[config.mk]
export PLATFORM = sky130hd
export DESIGN_NAME = unidade_controle_niveis
export DESIGN_NICKNAME = d
export VERILOG_FILES = /design/src/rtl/unidade_controle_pkg.sv /design/src/rtl/contador_vidas_nivel.sv /design/src/rtl/unidade_controle_niveis.sv
export SDC_FILE = /design/constraint.sdc
export NUM_CORES = 1
export LEC_CHECK = 0
export BUFFER_PORTS_ARGS = -buffer_cell sky130_fd_sc_hd__buf_4
export CAP_MARGIN = 20
export CELL_PAD_IN_SITES_DETAIL_PLACEMENT = 0
export CELL_PAD_IN_SITES_GLOBAL_PLACEMENT = 1
export CORE_MARGIN = 1
export CORE_UTILIZATION = 34
export DETAILED_ROUTE_END_ITERATION = 10
export HOLD_SLACK_MARGIN = 0.03
export PLACE_DENSITY = 0.83
export SYNTH_ARGS = -nofsm -noshare
export SYNTH_HDL_FRONTEND = slang
export SYNTH_SLANG_ARGS = --single-unit
[constraint.sdc]
create_clock -name clock -period 1.6 [get_ports clock]
set_input_delay 0.32 -clock clock [delete_from_list [all_inputs] [get_ports clock]]
set_output_delay 0.32 -clock clock [all_outputs]
set_load 0.005 [all_outputs]
[src/rtl/unidade_controle_pkg.sv]
// Shared state codes, debug codes and Moore output decode for the drone game control unit.
package unidade_controle_pkg;

  localparam int unsigned W_ESTADO = 4;

  typedef enum logic [W_ESTADO-1:0] {
    INICIAL       = 4'd0,
    PREPARACAO    = 4'd1,
    ESPERA        = 4'd3,
    DESLOCAMENTO  = 4'd4,
    CHECA_COLISAO = 4'd5,
    PROXIMO       = 4'd6,
    DERROTA       = 4'd7,
    VITORIA       = 4'd8,
    PERDE_VIDA    = 4'd9,
    PROX_NIVEL    = 4'd10,
    PAUSA         = 4'd11
  } estado_t;

  localparam logic [W_ESTADO-1:0] DB_ILEGAL = 4'hF;

  typedef struct packed {
    logic                zera_posicoes;
    logic                conta_t;
    logic                zera_t;
    logic                desloca;
    logic                venceu;
    logic                perdeu;
    logic [W_ESTADO-1:0] db_estado;
  } saidas_t;

  // Moore output table, indexed by the state the FSM is about to enter.
  function automatic saidas_t decodifica_saidas(input estado_t e);
    saidas_t s;
    s           = '0;
    s.db_estado = W_ESTADO'(e);
    case (e)
      INICIAL, PREPARACAO: begin
        s.zera_posicoes = 1'b1;
        s.zera_t        = 1'b1;
      end
      PROXIMO, PERDE_VIDA, PROX_NIVEL: s.zera_t  = 1'b1;
      ESPERA:                          s.conta_t = 1'b1;
      DESLOCAMENTO:                    s.desloca = 1'b1;
      VITORIA:                         s.venceu  = 1'b1;
      DERROTA:                         s.perdeu  = 1'b1;
      CHECA_COLISAO, PAUSA:            s.db_estado = W_ESTADO'(e);
      default:                         s.db_estado = DB_ILEGAL;
    endcase
    return s;
  endfunction

endpackage

[src/rtl/contador_vidas_nivel.sv]
// Lives and level registers: reload on game start, decrement on lost life, saturating level increment.
module contador_vidas_nivel #(
  parameter int unsigned NUM_VIDAS  = 3,
  parameter int unsigned NUM_NIVEIS = 4,
  parameter int unsigned W_VIDAS    = 2,
  parameter int unsigned W_NIVEL    = 2
) (
  input  logic               clock,
  input  logic               reset,
  input  logic               carrega,
  input  logic               decrementa,
  input  logic               incrementa,
  output logic [W_VIDAS-1:0] vidas,
  output logic [W_NIVEL-1:0] nivel
);

  localparam logic [W_VIDAS-1:0] VIDAS_INI = W_VIDAS'(NUM_VIDAS);
  localparam logic [W_NIVEL-1:0] NIVEL_MAX = W_NIVEL'(NUM_NIVEIS - 1);

  // Neither counter wraps: vidas stops at 0, nivel stops at the last level.
  always_ff @(posedge clock) begin
    if (reset || carrega) begin
      vidas <= VIDAS_INI;
      nivel <= '0;
    end else begin
      if (decrementa && (vidas != '0))
        vidas <= vidas - W_VIDAS'(1);
      if (incrementa && (nivel != NIVEL_MAX))
        nivel <= nivel + W_NIVEL'(1);
    end
  end

endmodule

[src/rtl/unidade_controle_niveis.sv]
// Moore control FSM for the multi-level, multi-life drone game.
// Build option: define PAUSA_EN to make the pausar input and the PAUSA state live.
module unidade_controle_niveis
  import unidade_controle_pkg::*;
#(
  parameter  int unsigned NUM_VIDAS  = 3,
  parameter  int unsigned NUM_NIVEIS = 4,
  localparam int unsigned W_VIDAS    = $clog2(NUM_VIDAS + 1),
  localparam int unsigned W_NIVEL    = (NUM_NIVEIS > 1) ? $clog2(NUM_NIVEIS) : 1
) (
  input  logic               clock,
  input  logic               reset,
  input  logic               iniciar,
  input  logic               fim_espera,
  input  logic               fim_mapa,
  input  logic               colisao,
  input  logic               pausar,
  output logic               zeraPosicoes,
  output logic               contaT,
  output logic               zeraT,
  output logic               desloca,
  output logic               venceu,
  output logic               perdeu,
  output logic [W_NIVEL-1:0] nivel,
  output logic [W_VIDAS-1:0] vidas,
  output logic [3:0]         db_estado
);

  estado_t estado;
  estado_t proximo_c;
  saidas_t saidas;
  logic    carrega_c;
  logic    decrementa_c;
  logic    incrementa_c;

`ifndef PAUSA_EN
  logic unused_pausar;
  assign unused_pausar = pausar;
`endif

  // Counter strobes act on the edge that leaves the corresponding state.
  assign carrega_c    = iniciar && ((estado == INICIAL) || (estado == DERROTA) ||
                                    (estado == VITORIA));
  assign decrementa_c = (estado == PERDE_VIDA);
  assign incrementa_c = (estado == PROX_NIVEL);

  contador_vidas_nivel #(
    .NUM_VIDAS  (NUM_VIDAS),
    .NUM_NIVEIS (NUM_NIVEIS),
    .W_VIDAS    (W_VIDAS),
    .W_NIVEL    (W_NIVEL)
  ) u_contador (
    .clock      (clock),
    .reset      (reset),
    .carrega    (carrega_c),
    .decrementa (decrementa_c),
    .incrementa (incrementa_c),
    .vidas      (vidas),
    .nivel      (nivel)
  );

  // Next-state logic.
  always_comb begin
    proximo_c = estado;
    case (estado)
      INICIAL, DERROTA, VITORIA:
        if (iniciar) proximo_c = PREPARACAO;
      PREPARACAO:
        proximo_c = ESPERA;
      ESPERA: begin
`ifdef PAUSA_EN
        if (pausar)
          proximo_c = PAUSA;
        else if (fim_espera)
          proximo_c = DESLOCAMENTO;
`else
        if (fim_espera)
          proximo_c = DESLOCAMENTO;
`endif
      end
      DESLOCAMENTO:
        proximo_c = CHECA_COLISAO;
      CHECA_COLISAO:
        proximo_c = colisao ? PERDE_VIDA : PROXIMO;
      PROXIMO: begin
        if (!fim_mapa)
          proximo_c = ESPERA;
        else if (nivel == W_NIVEL'(NUM_NIVEIS - 1))
          proximo_c = VITORIA;
        else
          proximo_c = PROX_NIVEL;
      end
      PERDE_VIDA:
        proximo_c = (vidas == W_VIDAS'(1)) ? DERROTA : PREPARACAO;
      PROX_NIVEL:
        proximo_c = PREPARACAO;
      PAUSA: begin
`ifdef PAUSA_EN
        if (pausar) proximo_c = ESPERA;
`else
        proximo_c = INICIAL;
`endif
      end
      default:
        proximo_c = INICIAL;
    endcase
  end

  // State and Moore outputs registered together so outputs never lag the state.
  always_ff @(posedge clock) begin
    if (reset) begin
      estado <= INICIAL;
      saidas <= decodifica_saidas(INICIAL);
    end else begin
      estado <= proximo_c;
      saidas <= decodifica_saidas(proximo_c);
    end
  end

  assign zeraPosicoes = saidas.zera_posicoes;
  assign contaT       = saidas.conta_t;
  assign zeraT        = saidas.zera_t;
  assign desloca      = saidas.desloca;
  assign venceu       = saidas.venceu;
  assign perdeu       = saidas.perdeu;
  assign db_estado    = saidas.db_estado;

endmodule

==> out/qor.csv <==
metric,value,unit
P_leak,0.597,nW
synth top area cells,"dfxtp_1 42%, nor2_1 5.3%, ha_1 4.4%",
failing checks,setup timing,
fin crit share,103,%
port bufs,19,
final setup margin,-51.0,ps
Worst Tran Pin Value,362,ps
Critical Path End Type,register,
vias per cell,4.82,
Mapped Cells,89,
IO Count,21,
Synth Cell Area,853,um2
count of state elements after synthesis,18,
syn_area_per_cell,9.59,um2
ys async rst share,0,%
most frequent cell after synthesis,dfxtp_1,
CP Launch Type,register,
synth unique cells,37,
Initial Util,37.1,%
CTS sink count,18,
RSZ-0062 raised after global routing,yes,
total core area,0.00230,mm2
final hold slack,283,ps
root buf cell,clkbuf_4,
largest net degree at the start of global routing,14,
Power Density,778,mW/mm2
HPWL Detailed,1410,um
switching portion of total power,26.4,%
DRC errors left,0,
Sw Pwr,0.270,mW
initial drt markers,7,
sequential share of power,47.6,%
Final Hold Fails,0,
fmax,606,MHz
share of cells above drive strength 1,55.9,%
setup TNS,-114,ps
VDD IR max,0.516,mV
critical path data required time,1790,ps
GRT Overall Usage,16.5,%
critical path peak fanout,7,
post-synthesis sequential area ratio,42.2,%
post-route ant nets,0,
final core occ,57.2,%
outcome,"complete, but fails checks",
std cell rows,17,
die outline width,52.1,um
top post-synthesis cells by count,"18 x dfxtp_1, 12 x nor2_1, 8 x nand2_1",
GPL Wtd Cong,0.810,
die extent in y,52.1,um
die area,0.00271,mm2
initial antenna violation count,0,
Hold Crit Class,input port to register,
vias in the first global route,753,
DR vias,791,
total power,1.02,mW
clock buffer depth,2,
TritonRoute pass-1 iters,4,
drt wl/cell,11.8,um
Worst Skew,1.88,ps
clk slew on worst S/H paths,100,ps
relative slew slack,75.6,%
Num CTS Buffers,3,
Diodes inserted,0,
YS warnings,0,
clk_lat worst skew,290,ps
part of the power in the clock network,27.2,%
total grt overflow,0,
final wirelength,1940,um
H-tree Lvls,1,
Yosys top cell by area,dfxtp_1,
Comb power frac,25.2,%
Final nets,147,
Post-Syn Nets,99,
number of synthesized flops with an enable pin,0,
min Tclk post-route,1650,ps
P_int,0.754,mW
main flop type after synthesis,dfxtp_1,
max cap viols,0,
crit path DAT,1840,ps
top-area cell type share of the netlist area,42.2,%
Crit Path Class,register to register,
CTS tree,built,
Slew Limit Fails,0,
setup violators final,4,
Post-CTS Hold Fix Bufs,0,
pre-CTS WS,-156,ps
layout overhead on the synthesized area,54.1,%
first-pass GRT wire length,3310,um
==> cells in the final DEF, fill, tap and decap left out, types with 3 or more instances in the layout <==
cell type	Yosys	layout
a21oi_1	3	3
buf_4	0	46
clkbuf_4	0	3
dfxtp_1	18	13
dfxtp_2	0	3
ha_1	3	3
inv_1	5	5
nand2_1	8	7
nor2_1	12	9
nor2_2	0	3
==> cells by family (layout without fill, tap and decap cells) <==
family,count (synthesis),after routing,share of synthesized area (%)
XOR/XNOR,2,2,2.05
AO/OA/AOI/OAI,18,18,19.4
buffers and inverters,8,55,5.87
flip-flops,18,18,42.2
adder cells (fa/ha/maj),3,3,4.40
AND/OR/NAND/NOR,40,40,26.1
==> repair_timing <==
action / CTS / global route
endpoints found under the setup margin: 11 / 13
resized for setup: 14 / 7
pin swaps: 8 / 6
setup buffers: 5 / 1
endpoints found under the hold margin: 0 / 0
==> sequential cells by signal, indices dropped and copies added (netlist names) <==
signal / count
zeraPosicoes: 1
db_estado: 4
u_contador.nivel: 2
zeraT: 1
estado: 4
venceu: 1
desloca: 1
u_contador.vidas: 2
contaT: 1
perdeu: 1
==> stage by stage <==
stage	instances	cell area, um2
6_report	164	1320
3_3_place_gp	154	1160
2_1_floorplan	89	853
5_1_grt	164	1320
3_5_place_dp	154	1160
4_1_cts	163	1280
==> cell type report <==
cell class | count | area [um2]
Fill cell | 212 | 982
Multi-Input combinational cell | 63 | 508
Sequential cell | 18 | 372
Timing Repair Buffer | 46 | 345
Clock buffer | 4 | 36.3
Tap cell | 28 | 35.0
Inverter | 5 | 18.8
==> worst max-delay path, stage by stage (launching register included) <==
cell	delay [ps]
dfxtp_4	380
buf_4	130
nand2b_4	130
buf_4	140
o22ai_2	240
a211oi_4	90
or2_1	250
a31o_1	180
==> layer usage <==
metal | global-route usage [%] | share of wire (%)
met1 | 20.6 | 46
met2 | 28.4 | 50
met3 | 3.51 | 2.8
met4 | 4.05 | 0.57
met5 | 0 | 0
==> final timing paths <==
check,from,endpoint,slack [ps],cells after the start
worst max-delay path,estado[1]$_SDFF_PP0_,zeraT$_SDFF_PP1_,-50,7
worst min-delay path,reset,estado[3]$_SDFF_PP0_,280,2
worst max register to register,estado[1]$_SDFF_PP0_,zeraT$_SDFF_PP1_,-50,7
worst min register to register,u_contador.nivel[1]$_SDFFE_PP0P_,u_contador.nivel[1]$_SDFFE_PP0P_,500,2
==> power groups by stage <==
stage,sequential (mW),combinational (mW),clock [mW]
after floorplan,0.488,0.119,0
after global placement,0.497,0.209,0
after detailed placement,0.497,0.213,0
after CTS,0.487,0.251,0.291
after global routing,0.490,0.279,0.306
final,0.487,0.258,0.278
Power figures use the tool's default switching activity.
